<file path="src/rtl/seg4x7_scroller_pkg.sv">
// Shared types and constants for the ASCII seven-segment scroller.
// No logic; imported by the scroller and its sub-modules.
package seg4x7_pkg;

   typedef enum logic [1:0] {
      ST_IDLE   = 2'd0,
      ST_LOAD   = 2'd1,
      ST_SCROLL = 2'd2
   } state_t;

   localparam logic [7:0]  ASCII_SPACE = 8'h20;
   localparam logic [7:0]  ASCII_LF    = 8'h0A;
   localparam logic [31:0] BLANK_WORD  = 32'h20202020;

endpackage

</file>
<file path="src/rtl/seg4x7_scroller_if.sv">
// Byte-stream handshake into the scroller (valid/ready).
// The producer drives data/valid; the scroller drives ready.
interface seg4x7_scroller_if;
   logic [7:0] in_data;
   logic       in_valid;
   logic       in_ready;

   modport master (output in_data, output in_valid, input in_ready);
   modport slave  (input in_data, input in_valid, output in_ready);
endinterface

</file>
<file path="src/rtl/seg4x7_tick.sv">
// Scroll-rate prescaler: one-cycle tick every SCROLL_DIV cycles, sync clear.
// Latency: first tick SCROLL_DIV-1 cycles after clr drops; no backpressure.
// clr holds the count at zero and suppresses the tick.
module seg4x7_tick #(
   parameter int SCROLL_DIV = 25_000_000
) (
   input  logic clk,
   input  logic rst_n,
   input  logic clr,
   output logic tick
);
   localparam int CNTW = (SCROLL_DIV > 2) ? $clog2(SCROLL_DIV) : 1;
   localparam logic [CNTW-1:0] TERM = CNTW'(SCROLL_DIV - 1);

   logic [CNTW-1:0] cnt_q;

   always_ff @(posedge clk or negedge rst_n) begin
      if (!rst_n) begin
         cnt_q <= '0;
      end else if (clr || cnt_q == TERM) begin
         cnt_q <= '0;
      end else begin
         cnt_q <= cnt_q + CNTW'(1);
      end
   end

   assign tick = !clr && (cnt_q == TERM);
endmodule

</file>
<file path="src/rtl/seg4x7_scroller.sv">
// Stores one ASCII message and presents a scrolling 4-char window (gap: SEG4X7_SCROLL_GAP_EN).
// Latency: an accepted byte is reflected in text/state one cycle later.
// Backpressure: none; in_ready is 1 from the first clock after reset release.
module seg4x7_scroller
   import seg4x7_pkg::*;
#(
   parameter int DEPTH      = 16,
   parameter int SCROLL_DIV = 25_000_000
) (
   input  logic             clk,
   input  logic             rst_n,
   seg4x7_scroller_if.slave in_if,
   output logic [31:0]      text,
   output logic             scrolling
);
   localparam int AW = $clog2(DEPTH);
   localparam int LW = AW + 1;
   localparam int PW = $clog2(DEPTH + 4);
   localparam int CW = PW + 1;
`ifdef SEG4X7_SCROLL_GAP_EN
   localparam int GAP = 4;
`else
   localparam int GAP = 0;
`endif
   localparam logic [LW-1:0] LEN_FULL = LW'(DEPTH);
   localparam logic [LW-1:0] LEN_ONE  = LW'(1);

   state_t          state_q, state_d;
   logic [LW-1:0]   len_q, len_d;
   logic [PW-1:0]   pos_q, pos_d;
   logic [31:0]     text_q, text_d;
   logic            rdy_q;
   logic            acc, is_lf, wr_en, tick, tick_clr;
   logic [AW-1:0]   wr_idx;
   logic [7:0]      mem [DEPTH];
   logic [CW-1:0]   per_q, per_d, pos_inc;
   logic [CW-1:0]   sidx [4];
   logic [7:0]      rd_chr [4];

   assign in_if.in_ready = rdy_q;
   assign acc       = in_if.in_valid && rdy_q;
   assign is_lf     = (in_if.in_data == ASCII_LF);
   assign text      = text_q;
   assign scrolling = (state_q == ST_SCROLL);
   assign tick_clr  = (state_q != ST_SCROLL);
   assign per_q     = CW'(len_q) + CW'(GAP);
   assign pos_inc   = CW'(pos_q) + CW'(1);

   seg4x7_tick #(.SCROLL_DIV(SCROLL_DIV)) u_tick (
      .clk  (clk),
      .rst_n(rst_n),
      .clr  (tick_clr),
      .tick (tick)
   );

   always_comb begin
      state_d = state_q;
      len_d   = len_q;
      pos_d   = pos_q;
      wr_en   = 1'b0;
      wr_idx  = '0;
      case (state_q)
         ST_IDLE: begin
            if (acc && !is_lf) begin
               wr_en   = 1'b1;
               len_d   = LEN_ONE;
               state_d = ST_LOAD;
            end
         end
         ST_LOAD: begin
            if (acc) begin
               if (is_lf) begin
                  state_d = ST_SCROLL;
                  pos_d   = '0;
               end else begin
                  wr_en  = 1'b1;
                  wr_idx = len_q[AW-1:0];
                  len_d  = len_q + LEN_ONE;
                  if (len_q + LEN_ONE == LEN_FULL) begin
                     state_d = ST_SCROLL;
                     pos_d   = '0;
                  end
               end
            end
         end
         ST_SCROLL: begin
            // Any accepted byte swallows a coincident tick; LF is otherwise ignored.
            if (acc) begin
               if (!is_lf) begin
                  wr_en   = 1'b1;
                  len_d   = LEN_ONE;
                  state_d = ST_LOAD;
               end
            end else if (tick) begin
               pos_d = (pos_inc >= per_q) ? '0 : pos_inc[PW-1:0];
            end
         end
         default: state_d = ST_IDLE;
      endcase
   end

   // Window indices for the next state; the byte being written is forwarded
   // so an overflow-terminated message shows its last character immediately.
   always_comb begin
      logic [CW-1:0] nx;
      logic [AW-1:0] j;
      per_d   = CW'(len_d) + CW'(GAP);
      sidx[0] = CW'(pos_d);
      for (int k = 1; k < 4; k++) begin
         nx      = sidx[k-1] + CW'(1);
         sidx[k] = (nx >= per_d) ? nx - per_d : nx;
      end
      for (int k = 0; k < 4; k++) begin
         j = sidx[k][AW-1:0];
         if (sidx[k] < CW'(len_d)) begin
            rd_chr[k] = (wr_en && wr_idx == j) ? in_if.in_data : mem[j];
         end else begin
            rd_chr[k] = ASCII_SPACE;
         end
      end
   end

   always_comb begin
      text_d = BLANK_WORD;
      case (state_d)
         ST_IDLE: text_d = BLANK_WORD;
         ST_LOAD: begin
            if (wr_en) begin
               text_d = {(state_q == ST_LOAD) ? text_q[23:0] : BLANK_WORD[23:0],
                         in_if.in_data};
            end else begin
               text_d = text_q;
            end
         end
         ST_SCROLL: text_d = {rd_chr[0], rd_chr[1], rd_chr[2], rd_chr[3]};
         default:   text_d = BLANK_WORD;
      endcase
   end

   always_ff @(posedge clk or negedge rst_n) begin
      if (!rst_n) begin
         state_q <= ST_IDLE;
         len_q   <= '0;
         pos_q   <= '0;
         text_q  <= BLANK_WORD;
         rdy_q   <= 1'b0;
      end else begin
         state_q <= state_d;
         len_q   <= len_d;
         pos_q   <= pos_d;
         text_q  <= text_d;
         rdy_q   <= 1'b1;
      end
   end

   always_ff @(posedge clk) begin
      if (wr_en) begin
         mem[wr_idx] <= in_if.in_data;
      end
   end
endmodule

</file>
<file path="src/flat_wrapper.sv">
// flat-port wrapper written by rule: the top's interface ports become plain ports
module seg4x7_scroller_flat import seg4x7_pkg::*;
#(
   parameter int DEPTH      = 16,
   parameter int SCROLL_DIV = 25_000_000
)
  (clk, rst_n, text, scrolling, in_if_in_data, in_if_in_valid, in_if_in_ready);
  seg4x7_scroller_if in_if_i ();
  input  logic clk;
  input  logic rst_n;
  output logic [31:0] text;
  output logic scrolling;
  input wire logic [$bits(in_if_i.in_data)-1:0] in_if_in_data;
  input wire logic [$bits(in_if_i.in_valid)-1:0] in_if_in_valid;
  output wire logic [$bits(in_if_i.in_ready)-1:0] in_if_in_ready;
  assign in_if_i.in_data = in_if_in_data;
  assign in_if_i.in_valid = in_if_in_valid;
  assign in_if_in_ready = in_if_i.in_ready;
  seg4x7_scroller #(.DEPTH(DEPTH), .SCROLL_DIV(SCROLL_DIV)) u_core (.clk(clk), .rst_n(rst_n), .in_if(in_if_i), .text(text), .scrolling(scrolling));
endmodule
</file>
<file path="config.mk">
export PLATFORM = sky130hd
export DESIGN_NAME = seg4x7_scroller_flat
export DESIGN_NICKNAME = d
export VERILOG_FILES = /design/src/rtl/seg4x7_scroller_pkg.sv /design/src/rtl/seg4x7_scroller_if.sv /design/src/rtl/seg4x7_tick.sv /design/src/rtl/seg4x7_scroller.sv /design/src/flat_wrapper.sv
export SDC_FILE = /design/constraint.sdc
export NUM_CORES = 1
export LEC_CHECK = 0
export CAP_MARGIN = 15
export CORE_MARGIN = 3
export CORE_UTILIZATION = 48
export CTS_CLUSTER_SIZE = 20
export DETAILED_ROUTE_END_ITERATION = 10
export SYNTH_ARGS = -nofsm -noshare
export SYNTH_HDL_FRONTEND = slang
export SYNTH_HIERARCHICAL = 1
export SYNTH_SLANG_ARGS = --single-unit
</file>
<file path="constraint.sdc">
create_clock -name clk -period 20.6 [get_ports clk]
set_clock_uncertainty 0.15 [all_clocks]
set_input_delay 6.18 -clock clk [delete_from_list [all_inputs] [get_ports clk]]
set_output_delay 6.18 -clock clk [all_outputs]
set_load 0.02 [all_outputs]
</file>
# Word-level counts from Yosys, hierarchy flattened
# Memories as Yosys holds them, arrays and structs flattened.
# Index checks and enable logic that the tools add are counted.
[totals] inputBits=11 mem_count=1 ff_bits=70 ramBits=128 elab_cells=93
[classes] n_reduce_logical=12 mux=44 n_addsub=9 magnitude_cmp=8 n_eq_ne=13
[mem_list] name="u_core.mem" words=16 width=8 read_ports=4 rd_clocked_by_memory_dff=0 write_ports=1 line_no="seg4x7_scroller.sv:35" rtl="logic [7:0] mem [DEPTH];"
[ops] cell="8-bit 2-to-1 mux" count=8
[ops] cell="32-bit case mux with 2 select lines" count=1
[ops] cell="5-bit 2-to-1 mux" count=11
[ops] cell="32-bit 2-to-1 mux" count=1
[ops] cell="25-bit by 1-bit adder with 25-bit output, second input constant" count=1
[ops] cell="25-bit == test, second input constant" count=1
[ops] cell="25-bit 2-to-1 mux" count=1
[ops] cell="6-bit by 5-bit greater-or-equal comparator with 1-bit output" count=4
[ops] cell="24-bit 2-to-1 mux" count=1
[ops] cell="6-bit by 5-bit less-than comparator with 1-bit output" count=3
[ops] cell="6-bit 2-to-1 mux" count=3
[ops] cell="6-bit by 5-bit subtractor with 6-bit output" count=3
[ops] cell="4-bit == test" count=4
[ops] cell="5-bit case mux with 3 select lines" count=1
[ops] cell="5-bit by 1-bit adder with 6-bit output, second input constant" count=2
[ops] cell="6-bit by 1-bit adder with 6-bit output, second input constant" count=2
[ops] cell="2-bit 2-to-1 mux" count=6
[ops] cell="4-bit 2-to-1 mux" count=3
[ops] cell="5-bit case mux with 2 select lines" count=1
[ops] cell="8-bit by 4-bit == test with 1-bit output, second input constant" count=1
[ops] cell="1-bit logical AND" count=7
[ops] cell="2-bit case mux with 3 select lines" count=1
[ops] cell="5-bit by 1-bit adder with 5-bit output, second input constant" count=1
[ops] cell="5-bit == test, second input constant" count=1
[ops] cell="11 further kinds" count=18

# Depth between registers and ports, before layout
[depth] depth_word=20 depth_mapped=66 mapped_depth_nobuf=55

# By module
# Netlist, hierarchy kept.
[by_module_without_submodules] mod="seg4x7_scroller" seq_area_each_um2=4974.8 instances=1 area_each_um2=13934.6 cells_per_inst=1630
[by_module_without_submodules] mod="seg4x7_tick" seq_area_each_um2=625.6 instances=1 area_each_um2=1305.0 cells_per_inst=137

# Least setup slack after synthesis
# OpenSTA, ideal clock, no wires.
[synth_timing] path_kind="input-to-reg" start="input in_if_in_valid" end="register u_core.text_q[2], in the netlist u_core/text[2]" setup_slack_ns=2.615 arrival_time_ns=17.766 setup_ns=0.069 stages=59 required_ns=20.381 path_cell_list="a21bo_2 > a211oi_4 > o2111ai_1 > and3_1 > buf_6 > inv_2 > clkbuf_1 > clkbuf_1 > ha_1 > o211ai_1 > xnor2_1 > inv_1 > ha_1 > a21oi_1 > o21ai_1 > a31oi_1 > nor2_1 > a21oi_1 > [... 23 more ...] > nand2b_1 > a41o_1 > a21o_1 > buf_1 > o31a_1 > o311ai_1 > and2_1 > buf_2 > clkinv_1 > buf_2 > ha_1 > o21a_1 > o211ai_1 > a31oi_1 > nor3_2 > o311ai_2 > o22a_1 > nand3_1"
[synth_via] elab_chain_len=17
[synth_lines] element="start, declared" line_no="flat_wrapper.sv:14" rtl="input wire logic [$bits(in_if_i.in_valid)-1:0] in_if_in_valid;"
[synth_lines] element="1-bit logical AND *" line_no="seg4x7_scroller.sv:41" rtl="assign acc = in_if.in_valid && rdy_q;"
[synth_lines] element="5-bit 2-to-1 mux (on tied branches)" line_no="seg4x7_scroller.sv:88, seg4x7_scroller.sv:71"
[synth_lines] element="5-bit case mux with 2 select lines *" line_no="seg4x7_scroller.sv:62" rtl="case (state_q)"
[synth_lines] element="net u_core.pos_d[1]" line_no="seg4x7_scroller.sv:30" rtl="logic [PW-1:0] pos_q, pos_d;"
[synth_lines] element="5-bit by 1-bit adder with 6-bit output *" line_no="seg4x7_scroller.sv:110" rtl="nx = sidx[k-1] + CW'(1);"
[synth_lines] element="6-bit by 5-bit subtractor with 6-bit output or 6-bit by 5-bit greater-or-equal comparator with 1-bit output (tied branches)" line_no="seg4x7_scroller.sv:111" rtl="sidx[k] = (nx >= per_d) ? nx - per_d : nx;"
[synth_lines] element="6-bit 2-to-1 mux *" line_no="seg4x7_scroller.sv:111"
[synth_lines] element="6-bit by 1-bit adder with 6-bit output *" line_no="seg4x7_scroller.sv:110"
[synth_lines] element="6-bit by 5-bit subtractor with 6-bit output or 6-bit by 5-bit greater-or-equal comparator with 1-bit output (tied branches)" line_no="seg4x7_scroller.sv:111"
[synth_lines] element="6-bit 2-to-1 mux *" line_no="seg4x7_scroller.sv:111"
[synth_lines] element="6-bit by 1-bit adder with 6-bit output *" line_no="seg4x7_scroller.sv:110"
[synth_lines] element="6-bit by 5-bit subtractor with 6-bit output or 6-bit by 5-bit greater-or-equal comparator with 1-bit output (tied branches)" line_no="seg4x7_scroller.sv:111"
[synth_lines] element="6-bit 2-to-1 mux *" line_no="seg4x7_scroller.sv:111"
[synth_lines] element="parallel branches: the longest is 3 deep, another holds memory 16 x 8 bit"
[synth_lines] element="8-bit 2-to-1 mux *" line_no="seg4x7_scroller.sv:115" rtl="if (sidx[k] < CW'(len_d)) begin"
[synth_lines] element="32-bit case mux with 2 select lines *" line_no="seg4x7_scroller.sv:125" rtl="case (state_d)"
[synth_lines] element="end signal, assigned" line_no="seg4x7_scroller.sv:151" rtl="text_q <= text_d;"
[synth_lines] element="end, declared" line_no="seg4x7_scroller.sv:31" rtl="logic [31:0] text_q, text_d;"
# Mark *: on every way through the listed nets, which the timed path passes.
# A chain may end at the register's enable or synchronous reset.

# Final worst setup path
[layout_timing] start="input in_if_in_data[7]" end="register u_core.text_q[4], in the netlist u_core/text[4]"
[layout_via] elab_chain_len=18
[layout_lines] element="start, declared" line_no="flat_wrapper.sv:13" rtl="input wire logic [$bits(in_if_i.in_data)-1:0] in_if_in_data;"
[layout_lines] element="8-bit by 4-bit == test with 1-bit output *" line_no="seg4x7_scroller.sv:42" rtl="assign is_lf = (in_if.in_data == ASCII_LF);"
[layout_lines] element="1-bit zero test" line_no="seg4x7_scroller.sv:64" rtl="if (acc && !is_lf) begin"
[layout_lines] element="1-bit logical AND" line_no="seg4x7_scroller.sv:64"
[layout_lines] element="5-bit 2-to-1 mux" line_no="seg4x7_scroller.sv:64"
[layout_lines] element="5-bit case mux with 3 select lines *" line_no="seg4x7_scroller.sv:62"
[layout_lines] element="net u_core.len_d[0]" line_no="seg4x7_scroller.sv:29" rtl="logic [LW-1:0] len_q, len_d;"
[layout_lines] element="parallel branches: the longest is 11 deep, another holds memory 16 x 8 bit"
[layout_lines] element="8-bit 2-to-1 mux *" line_no="seg4x7_scroller.sv:115"
[layout_lines] element="32-bit case mux with 2 select lines *" line_no="seg4x7_scroller.sv:125"
# Marks and branches as above.

==> run metrics <==
status finished, final reports clean; post-synthesis cell type count 106; R2R cell count 53; CP endpoint kind flop; largest net degree at the start of global routing 75; post-synthesis cell count 1767; Hold Path Sink u_core/u_tick/cnt_q[0]$_DFF_PN0_; first-pass GRT wire length 80200 µm; Final Critical Period 19070 ps; DIE AREA 33900 µm²; I/O pin count 45; average wire per standard cell 24.4 µm; Post-Syn Nets 1834; total CTS buffers 17; WP data arrival 19310 ps; Setup TNS Final 0 ps; core region area 30900 µm²; Placed Area 16000 µm²; most frequent CP cell ha_1; H-tree levels 4; layout cells sized above 1 0.0945; commonest cells after routing, fill and taps aside 433 x nand2_1, 128 x edfxtp_1, 112 x nand3_1, 103 x a21oi_1, 74 x nor2_1; GR Overflow Total 0; synthesized flop and latch total 198; Root Buffer clkbuf_16; Post-CTS Hold Fix Bufs 0; Longest Clk Path Bufs 2; r2r endpoint u_core/text[4]$_DFFE_PN0P_; Final Cell Area 16600 µm²; setup violators final 0; Yosys warning total 6; Worst EP required 20840 ps; vias per cell 6.55; Top FF cell, synth edfxtp_1; DR iter-0 viols 1901; slowest stage delay, CP 850 ps; routability cong. 0.958; die width 184 µm; most common cell after layout, fill and taps aside nand2_1; Crit Path Category in2reg; asr flop ratio synth 0.354; DRT antenna net count 0; Worst Setup Start Kind primary input; Post-synth EDFFs 128; worst-skew pair later-pin latency 450 ps; hold path depth 1; # nets final 1821; Max-cap violations 0; Cell Area, Synth 15200 µm²; Slew @ Worst Pin 1180 ps; I/O Buffers 44; fin crit share 0.926; CTS tree yes; register-to-register setup slack 6500 ps; Hold/Removal Path Class reg2reg; Max Slew Vio Count 0; placed wire-length estimate 34800 µm; Seq/Total Area, Yosys 0.367; final wirelength 52900 µm; Rel. slew slack 0.215; row cnt 64; Syn Area/Cell 8.62 µm²; vias in the first global route 13000; Initial Utilization 0.493; gr usage total 0.313; vias 14200; clk slew on worst S/H paths 80 ps; clock sink total 198; CP max-delay cell clkdlybuf4s50_1; # DRC 0; die height 184 µm; Max Clk Rate 52.4 MHz; critical path's top delay family compound AO/OA/AOI/OAI gates; Synth-to-Final Area Change 8.93%; First-pass DRT Iterations 6; cells resized by post-CTS repair 0; CP Max Fanout 38; crit path buf inv count 9; initial antenna violation count 2; RSZ-0062 raised after global routing false; setup bufs post-CTS 0; min-delay src u_core/u_tick/cnt_q[0]$_DFF_PN0_; # diodes 0; Final Hold Viols 0; worst reg2reg path startpoint u_core/u_tick/cnt_q[6]$_DFF_PN0_
-- kinds of logic (layout without fill, tap and decap cells) --
logic type                 after synthesis  after routing  share of synthesized area
DFF                                    198            198                      0.367
adders and majority gates               56             56                     0.0475
buffers and inverters                  163            163                     0.0436
other                                    1              1                   0.000246
AOI/OAI and AO/OA                      401            401                      0.186
xor gates and xnor gates                47             47                     0.0275
and+or+nand+nor                        824            824                      0.257
muxes                                   77             77                     0.0712
-- through the flow --
stage	utilization	hold slack, ps	setup slack, ps	std cells
floorplan	-	303	2610	1767
global placement	0.519	317	1790	2131
detailed placement	0.519	326	1420	2131
CTS	0.537	335	1860	2163
global route	0.537	380	668	2163
finish	0.537	332	1530	2163
-- worst max path at each step --
stage / startpoint / end / cells past startpoint
after floorplan: in_if_in_valid / u_core/text[2]$_DFFE_PN0P_ / 59
after global placement: in_if_in_data[7] / u_core/text[2]$_DFFE_PN0P_ / 53
after detailed placement: in_if_in_data[7] / u_core/text[4]$_DFFE_PN0P_ / 54
after CTS: in_if_in_data[7] / u_core/text[4]$_DFFE_PN0P_ / 54
after global routing: in_if_in_data[7] / u_core/text[2]$_DFFE_PN0P_ / 53
final: in_if_in_data[7] / u_core/text[4]$_DFFE_PN0P_ / 54
-- flip-flops by register name (all words and copies together), names as in the netlist --
register,cells
u_core/pos_q,5
u_core/len_q,5
u_core/text,32
u_core/u_tick/cnt_q,25
u_core/state_q,2
u_core/mem,128
u_core/in_if.in_ready,1
-- worst reg2reg max path: cells and delay by family, from the launching register on --
| kind | cells | cell delay (ps) |
|---|---|---|
| compound gates | 23 | 5330 |
| xor+xnor | 2 | 420 |
| fa+ha+maj | 6 | 2110 |
| buf+inv | 7 | 2040 |
| flops | 1 | 460 |
| simple gates | 15 | 3560 |
-- per-layer routing --
| layer | wire, µm | part of all wire | vias to the layer above | track usage |
|---|---|---|---|---|
| li1 | - | - | 6477 | - |
| met1 | 22500 | 0.42 | 6821 | 0.446 |
| met2 | 22500 | 0.43 | 769 | 0.461 |
| met3 | 5930 | 0.11 | 107 | 0.0772 |
| met4 | 1930 | 0.037 | 0 | 0.122 |
| met5 | 0 | 0 | - | 0 |
-- cell usage after synthesis, types with 14 or more instances --
cell / number / area (µm²)
o21ai_0: 59 / 295
inv_1: 44 / 165
o211ai_1: 16 / 120
a31oi_1: 27 / 169
dfrtp_1: 66 / 1650
nor2_1: 84 / 315
edfxtp_1: 128 / 3840
mux4_2: 24 / 541
nand2b_1: 18 / 113
buf_2: 19 / 95.1
ha_1: 53 / 663
a21oi_1: 104 / 521
mux2i_1: 47 / 470
buf_1: 19 / 71.3
and3_1: 47 / 294
a211oi_1: 14 / 105
nand3_1: 112 / 561
nor3_1: 17 / 85.1
or3_1: 19 / 119
clkbuf_1: 69 / 259
a22o_1: 24 / 210
a311oi_1: 48 / 420
nand2_1: 433 / 1630
xnor2_1: 35 / 307
-- final cells by class --
class | count | area, µm²
fill | 2807 | 14300
multi-input combinational | 1406 | 9050
sequential | 198 | 5600
timing repair buffer | 79 | 701
tap | 396 | 495
clock buffer | 19 | 433
inverter | 52 | 198
clock inverter | 13 | 125
Power is not shown: default switching activity piles up to over one toggle a cycle in this logic, so the estimate is an artifact.
